## src/rtl/pc_sequencer.sv

```systemverilog
// pc_sequencer: program-counter and run-control stage (IDLE/RUN/HALT) feeding
// instruction ROM fetch. Consumes ALU branch/control results, owns the
// Start/Ack handshake with the bench and stall handling.
// Optional feature macro: PC_SEQ_CYCLE_CNT_EN adds the CycleCnt retired-count port.
module pc_sequencer #(
    parameter int unsigned PC_W       = 10,
    parameter int unsigned START_ADDR = 0
) (
    input  logic            CLK,
    input  logic            Reset,
    input  logic            Start,
    input  logic            Stall,
    input  logic            IsBranch,
    input  logic [8:0]      bOFFSET,
    input  logic            bSIGN,
    input  logic            AluReset,
    input  logic            AluHalt,
    output logic [PC_W-1:0] PC,
    output logic            Running,
`ifdef PC_SEQ_CYCLE_CNT_EN
    output logic            Ack,
    output logic [15:0]     CycleCnt
`else
    output logic            Ack
`endif
);

    localparam int unsigned CNT_W = 16;

    typedef enum logic [1:0] {
        S_IDLE = 2'd0,
        S_RUN  = 2'd1,
        S_HALT = 2'd2
    } state_t;

    state_t          state_q;
    state_t          state_d;
    logic [PC_W-1:0] pc_d;
    logic            running_d;
    logic            ack_d;
    logic [PC_W-1:0] start_pc;
    logic [PC_W-1:0] off_ext;

    // Branch offset is an unsigned magnitude; zero-extend to PC width.
    assign start_pc = PC_W'(START_ADDR);
    assign off_ext  = PC_W'(bOFFSET);

    // Next-state and next-PC selection in retirement priority order.
    always_comb begin
        state_d = state_q;
        pc_d    = PC;
        case (state_q)
            S_IDLE: begin
                if (Start) begin
                    state_d = S_RUN;
                    pc_d    = start_pc;
                end else begin
                    pc_d = '0;
                end
            end
            S_RUN: begin
                if (!Stall) begin
                    if (AluReset && AluHalt) begin
                        state_d = S_HALT;
                    end else if (AluReset) begin
                        pc_d = start_pc;
                    end else if (IsBranch) begin
                        pc_d = bSIGN ? (PC - off_ext) : (PC + off_ext);
                    end else begin
                        pc_d = PC + PC_W'(1);
                    end
                end
            end
            S_HALT: begin
                if (Start) begin
                    state_d = S_RUN;
                    pc_d    = start_pc;
                end
            end
            default: begin
                state_d = S_IDLE;
                pc_d    = '0;
            end
        endcase
        running_d = (state_d == S_RUN);
        ack_d     = (state_d == S_HALT);
    end

    // State, PC and status flags; synchronous reset wins over everything.
    always_ff @(posedge CLK) begin
        if (Reset) begin
            state_q <= S_IDLE;
            PC      <= '0;
            Running <= 1'b0;
            Ack     <= 1'b0;
        end else begin
            state_q <= state_d;
            PC      <= pc_d;
            Running <= running_d;
            Ack     <= ack_d;
        end
    end

`ifdef PC_SEQ_CYCLE_CNT_EN
    logic             retire;
    logic             restart;
    logic [CNT_W-1:0] cnt_d;

    // An unstalled RUN edge retires one instruction, the halting one included.
    assign retire  = (state_q == S_RUN) && !Stall;
    assign restart = ((state_q == S_IDLE) || (state_q == S_HALT)) && Start;

    // Saturating retired-instruction count, cleared whenever execution restarts.
    always_comb begin
        cnt_d = CycleCnt;
        if (restart) begin
            cnt_d = '0;
        end else if (retire && (CycleCnt != {CNT_W{1'b1}})) begin
            cnt_d = CycleCnt + CNT_W'(1);
        end
    end

    // Counter register.
    always_ff @(posedge CLK) begin
        if (Reset) begin
            CycleCnt <= '0;
        end else begin
            CycleCnt <= cnt_d;
        end
    end
`endif

endmodule

```

## config.mk

```make
export PLATFORM = sky130hd
export DESIGN_NAME = pc_sequencer
export DESIGN_NICKNAME = d
export VERILOG_FILES = /design/src/rtl/pc_sequencer.sv
export SDC_FILE = /design/constraint.sdc
export NUM_CORES = 1
export LEC_CHECK = 0
export ABC_AREA = 1
export CAP_MARGIN = 20
export CORE_MARGIN = 2
export CORE_UTILIZATION = 30
export CTS_CLUSTER_DIAMETER = 30
export DETAILED_ROUTE_END_ITERATION = 12
export PLACE_DENSITY = 0.62
export SYNTH_ARGS = -nofsm -noshare
export SYNTH_HDL_FRONTEND = slang
export SYNTH_SLANG_ARGS = --single-unit
```

## constraint.sdc

```tcl
create_clock -name CLK -period 3.6 [get_ports CLK]
set_input_delay 1.08 -clock CLK [delete_from_list [all_inputs] [get_ports CLK]]
set_output_delay 1.08 -clock CLK [all_outputs]
set_load 0.01 [all_outputs]
```

# Word level (Yosys, flattened, before mapping)
# Index checks and enable logic that the tools add are counted.
# op_classes
multipliers	0
order_cmp	0
shift	0
n_addsub	3
mux	11
reduce_logical	4
bitwise	0
div_mod_pow	0
n_eq_ne	7
# ops
op	n
10-bit two-way mux	6
10-bit case mux with 2 select lines	1
10-bit by 1-bit adder with 10-bit output, second input constant	1
10-bit by 9-bit adder with 10-bit output	1
10-bit by 9-bit subtractor with 10-bit output	1
2-bit two-way mux	3
2-bit inequality test, second input constant	3
2-bit by 1-bit == test with 1-bit output, second input constant	2
2-bit == test, second input constant	2
2-bit case mux with 2 select lines	1
3-bit AND reduction	1
2-bit zero test	1
2-bit OR reduction	1
1-bit logical AND	1
# word_totals
word_cells	29
in_bits	17
memories	0
latchBits	0
ram_bits	0
romBits	0
register_bits	14

# Longest topological paths before layout
# depth
depth_word	7
ltp_mapped	17

# Worst setup path before layout
# Ideal clock, no wire load.
# synth_timing
path_kind	input to register
from	input bOFFSET[0]
to	register PC[9]
setup_slack_ps	685
path_stages	14
path_buffers	0
required_ps	3532
arrival_ps	2847
cell_sequence	inv_1 -> ha_1 -> nand4_1 -> nor4_1 -> nor3_1 -> nor3_1 -> ha_1 -> nand2_1 -> inv_1 -> a21oi_1 -> nand3_1 -> nand3_1 -> nand3_1 -> a21oi_2
# synth_via
elab_chain_cells	7
# synth_rtl
element	line_no	source
from (decl)	14	input logic [8:0] bOFFSET,
10-bit by 9-bit adder with 10-bit output / 10-bit by 9-bit subtractor with 10-bit output (equally long branches)	68	pc_d = bSIGN ? (PC - off_ext) : (PC + off_ext);
10-bit two-way mux *	68	
10-bit two-way mux *	67	end else if (IsBranch) begin
10-bit two-way mux *	65	end else if (AluReset) begin
10-bit two-way mux *	63	if (AluReset && AluHalt) begin
10-bit two-way mux *	62	if (!Stall) begin
10-bit case mux with 2 select lines *	52	case (state_q)
to (signal assigned)	98	PC <= pc_d;
to (decl)	18	output logic [PC_W-1:0] PC,
# Every way passes the cells marked *; elsewhere a longest branch is shown, timed or not. The select of a mux whose other input is x is not followed.
# A chain may end at the register's enable or synchronous reset.

# Worst setup path after layout
# Same ends and word-level chain as after synthesis.

==> impl_summary.log <==
INFO  metric area_share_of_the_leading_cell_type_in_the_synthesized_netlist = 0.228
INFO  metric cp_slowest_cell = sky130_fd_sc_hd__clkdlybuf4s50_1
INFO  metric antenna_violating_nets_post_route = 0
INFO  metric element_type_at_the_critical_path_start = input pin
INFO  metric design.portCount = 29
INFO  metric post_cts.repair.setup_buffers = 0
INFO  metric wire_length_of_the_first_global_routing_pass = 4890 µm
INFO  metric cts.htree.levels = 1
INFO  metric drt_iter0_drc = 49
INFO  metric rows = 23
INFO  metric die_height = 68.0 µm
INFO  metric post-route-period-util = 0.917
INFO  metric postRouteWirelength = 2900 µm
INFO  metric final_hold_viol_count = 0
INFO  metric floorplan.die_area = 4620 µm²
INFO  metric crit_path_frequent_cell = sky130_fd_sc_hd__nand3_1
INFO  metric dr_wl_met3 = 86 µm
INFO  metric cts.sinks = 14
INFO  metric run_status = completed
INFO  metric number_of_antenna_cells_inserted = 0
INFO  metric met2RoutedLength = 1270 µm
INFO  metric cts_tree = done
INFO  metric path_buf_inv = 3
INFO  metric start_util = 0.309
INFO  metric total_power_of_the_final_layout = 0.430 mW
INFO  metric rr_worst_depth = 11
INFO  metric rsz0062_at_grt = no
INFO  metric fp.dieW = 68.0 µm
INFO  metric worst_r2r_endpoint = PC[6]
INFO  metric clock_skew = 2.06 ps
INFO  metric finalWorstPathRequiredPeriod = 3300 ps
INFO  metric power_density = 264 nW/µm²
INFO  metric core-area = 3970 µm²
INFO  metric global_route_total_overflow = 0
INFO  metric yosysTopAreaCell = sky130_fd_sc_hd__dfxtp_1
INFO  metric cpLargestDelayFamily = simple AND/OR/NAND/NOR gates
INFO  metric critical_path.max_fanout = 4
INFO  metric ys_warn_count = 0
INFO  metric post_drt_via_cell_ratio = 4.57
INFO  metric synth_sequential_area_ratio = 0.228
INFO  metric drt_drc_violations_left = 0
INFO  metric power.leakage = 0.718 nW
INFO  metric via_count_of_the_first_global_routing_pass = 1138
INFO  metric cts_hold_repair.buffers = 0
INFO  metric cts_buffers = 3
INFO  metric finish.net_count = 256
INFO  metric met1Wirelength = 1540 µm
INFO  metric final-setup-viol-count = 0
INFO  metric avgRoutedWirePerCell = 10.5 µm
INFO  metric globalRouteTotalUtil = 0.136
INFO  metric clockRootBuffer = sky130_fd_sc_hd__clkbuf_8
INFO  metric cts.path.max_buffers = 2
INFO  metric hp-class = register to register
INFO  metric cp_data_required_time = 3770 ps
INFO  metric synth_enable_flop_cells = 0
INFO  metric synthesized_area = 1230 µm²
INFO  metric drt_first_pass_iters = 4
INFO  metric post-synth-top-count-cell = sky130_fd_sc_hd__nand2_1
INFO  metric post_synth_main_area_contributors = sky130_fd_sc_hd__dfxtp_1, sky130_fd_sc_hd__nand2_1, sky130_fd_sc_hd__ha_1, sky130_fd_sc_hd__a21oi_1, sky130_fd_sc_hd__inv_1
INFO  metric fin_hold_ws = 488 ps
INFO  metric crit_path_end = PC[9]
INFO  metric async_reset_ff_frac = 0
INFO  metric critPathArrivalTime = 3470 ps
INFO  metric port_buffers = 28
INFO  metric critical_path_class = input pin to register
INFO  metric critical_path.cell_chain = clkdlybuf4s50_1 -> inv_1 -> ha_1 -> nand4_1 -> nor4_2 -> nor3_1 -> nor3_1 -> ha_1 -> nand2_1 -> inv_1 -> a21oi_1 -> nand3_1 -> nand3_1 -> nand3_1 -> a21oi_2
INFO  metric synth-main-ff-cell = sky130_fd_sc_hd__dfxtp_1
INFO  metric via_count = 1266
INFO  metric reg2reg_setup_slack = 1660 ps
INFO  metric yosysUniqueCellTypes = 29
INFO  metric critPathMaxStageDelay = 400 ps
INFO  metric transition_time_of_the_tightest_slew_check_pin = 599 ps
INFO  metric clkTransAtPathRegs = 60 ps
INFO  metric post_synth.cell_area_avg = 6.26 µm²
INFO  metric drive_above_1_share = 0.110
INFO  metric antenna_found_initial = 0
INFO  metric relSlewSlack = 0.599
INFO  metric top_layer_used = met3
INFO  metric clk-insertion-delay-late = 240 ps
INFO  metric cap_viol_max_count = 0
INFO  metric peakVddDrop = 0.130 mV
INFO  metric largest_net_degree_at_the_start_of_global_routing = 15
INFO  metric syn_nets = 224
INFO  metric kind_of_end_point_of_the_critical_path = register
INFO  metric ys_top_cells_by_count = sky130_fd_sc_hd__nand2_1, sky130_fd_sc_hd__inv_1, sky130_fd_sc_hd__a21oi_1, sky130_fd_sc_hd__nor2_1, sky130_fd_sc_hd__dfxtp_1
INFO  metric worst-path-stages = 15
INFO  metric timing.fmax = 303 MHz
INFO  metric synthCells = 196
INFO  metric crit_path_start = bOFFSET[0]
INFO  metric timing.rr.start = PC[0]
INFO  metric flow.area_growth_from_synthesis = 32.8%
INFO  metric finalMaxSlewViolations = 0
INFO  metric post_dp_hpwl = 2340 µm
INFO  metric synth-seq-cells = 14
INFO  metric gpl.final_weighted_congestion = 0.792
final cells by class:
class	instances	area [µm²]
fill	458	2340
multi-input combinational	151	835
timing repair buffer	29	288
sequential	14	280
inverter	29	110
tap	50	62.6
clock buffer	4	55.1
layer usage:
metal | vias to the layer above | track usage
met1 | 545 | 0.206
met5 | - | 0
li1 | 706 | -
met2 | 15 | 0.201
met3 | 0 | 0.0148
met4 | 0 | 0.0375
power by group:
group / total (mW) / internal, mW / switching [mW]
Combinational: 0.111 / 0.0487 / 0.0621
Sequential: 0.162 / 0.159 / 0.00289
Clock: 0.157 / 0.0968 / 0.0597
cells in the final DEF (no fill, tap or decap), types with 4 or more instances in the layout:
| cell type | count |
|---|---|
| sky130_fd_sc_hd__inv_2 | 4 |
| sky130_fd_sc_hd__clkdlybuf4s50_1 | 28 |
| sky130_fd_sc_hd__dfxtp_1 | 14 |
| sky130_fd_sc_hd__clkbuf_8 | 4 |
| sky130_fd_sc_hd__a21oi_2 | 7 |
| sky130_fd_sc_hd__o21ai_0 | 9 |
| sky130_fd_sc_hd__nand3_1 | 12 |
| sky130_fd_sc_hd__inv_1 | 24 |
| sky130_fd_sc_hd__ha_1 | 10 |
| sky130_fd_sc_hd__nor2_1 | 20 |
| sky130_fd_sc_hd__a21oi_1 | 20 |
| sky130_fd_sc_hd__nand2_1 | 51 |
stage by stage:
step | TNS [ps] | std cells | instance area [µm²] | utilization | setup slack, ps
4_1_cts | 0 | 277 | 1620 | 0.409 | 186
3_3_place_gp | -40.0 | 273 | 1570 | 0.395 | -40.0
2_1_floorplan | 0 | 196 | 1230 | - | 685
5_1_grt | 0 | 277 | 1630 | 0.411 | 40.8
3_5_place_dp | -66.4 | 273 | 1570 | 0.395 | -66.4
6_report | 0 | 277 | 1630 | 0.411 | 300
what timing repair did:
item                                    CTS  global route
endpoints found under the setup margin    0             1
gates resized for setup                   0             1
hold endpoints to repair                  0             0
sequential cells by signal, indices dropped and copies added (netlist names):
name and flops:
PC 10, state_q 2, Ack 1, Running 1
tightest hold or removal path, cell delays in order, from the launching register on:
cell,delay (ps)
sky130_fd_sc_hd__dfxtp_1,330
sky130_fd_sc_hd__nand2_1,60
sky130_fd_sc_hd__a21oi_1,50
worst min path at each step:
stage           from  endpoint  slack, ps  depth (start not counted)
3_5_place_dp   PC[7]     PC[7]        480                          2
5_1_grt        PC[7]     PC[7]        520                          2
3_3_place_gp   PC[3]     PC[3]        490                          2
6_report       PC[7]     PC[7]        490                          2
4_1_cts        PC[7]     PC[7]        490                          2
2_1_floorplan  PC[3]     PC[3]        500                          2
cell families (layout without fill, tap and decap cells):
logic type               after synthesis  in the layout  synth area share
AO/OA/AOI/OAI                         45             45             0.218
adder cells (fa/ha/maj)               11             11             0.118
buffers and inverters                 31             62            0.0968
flip-flops                            14             14             0.228
AND/OR/NAND/NOR                       95             95             0.338
(Power assumes the default switching activity.)
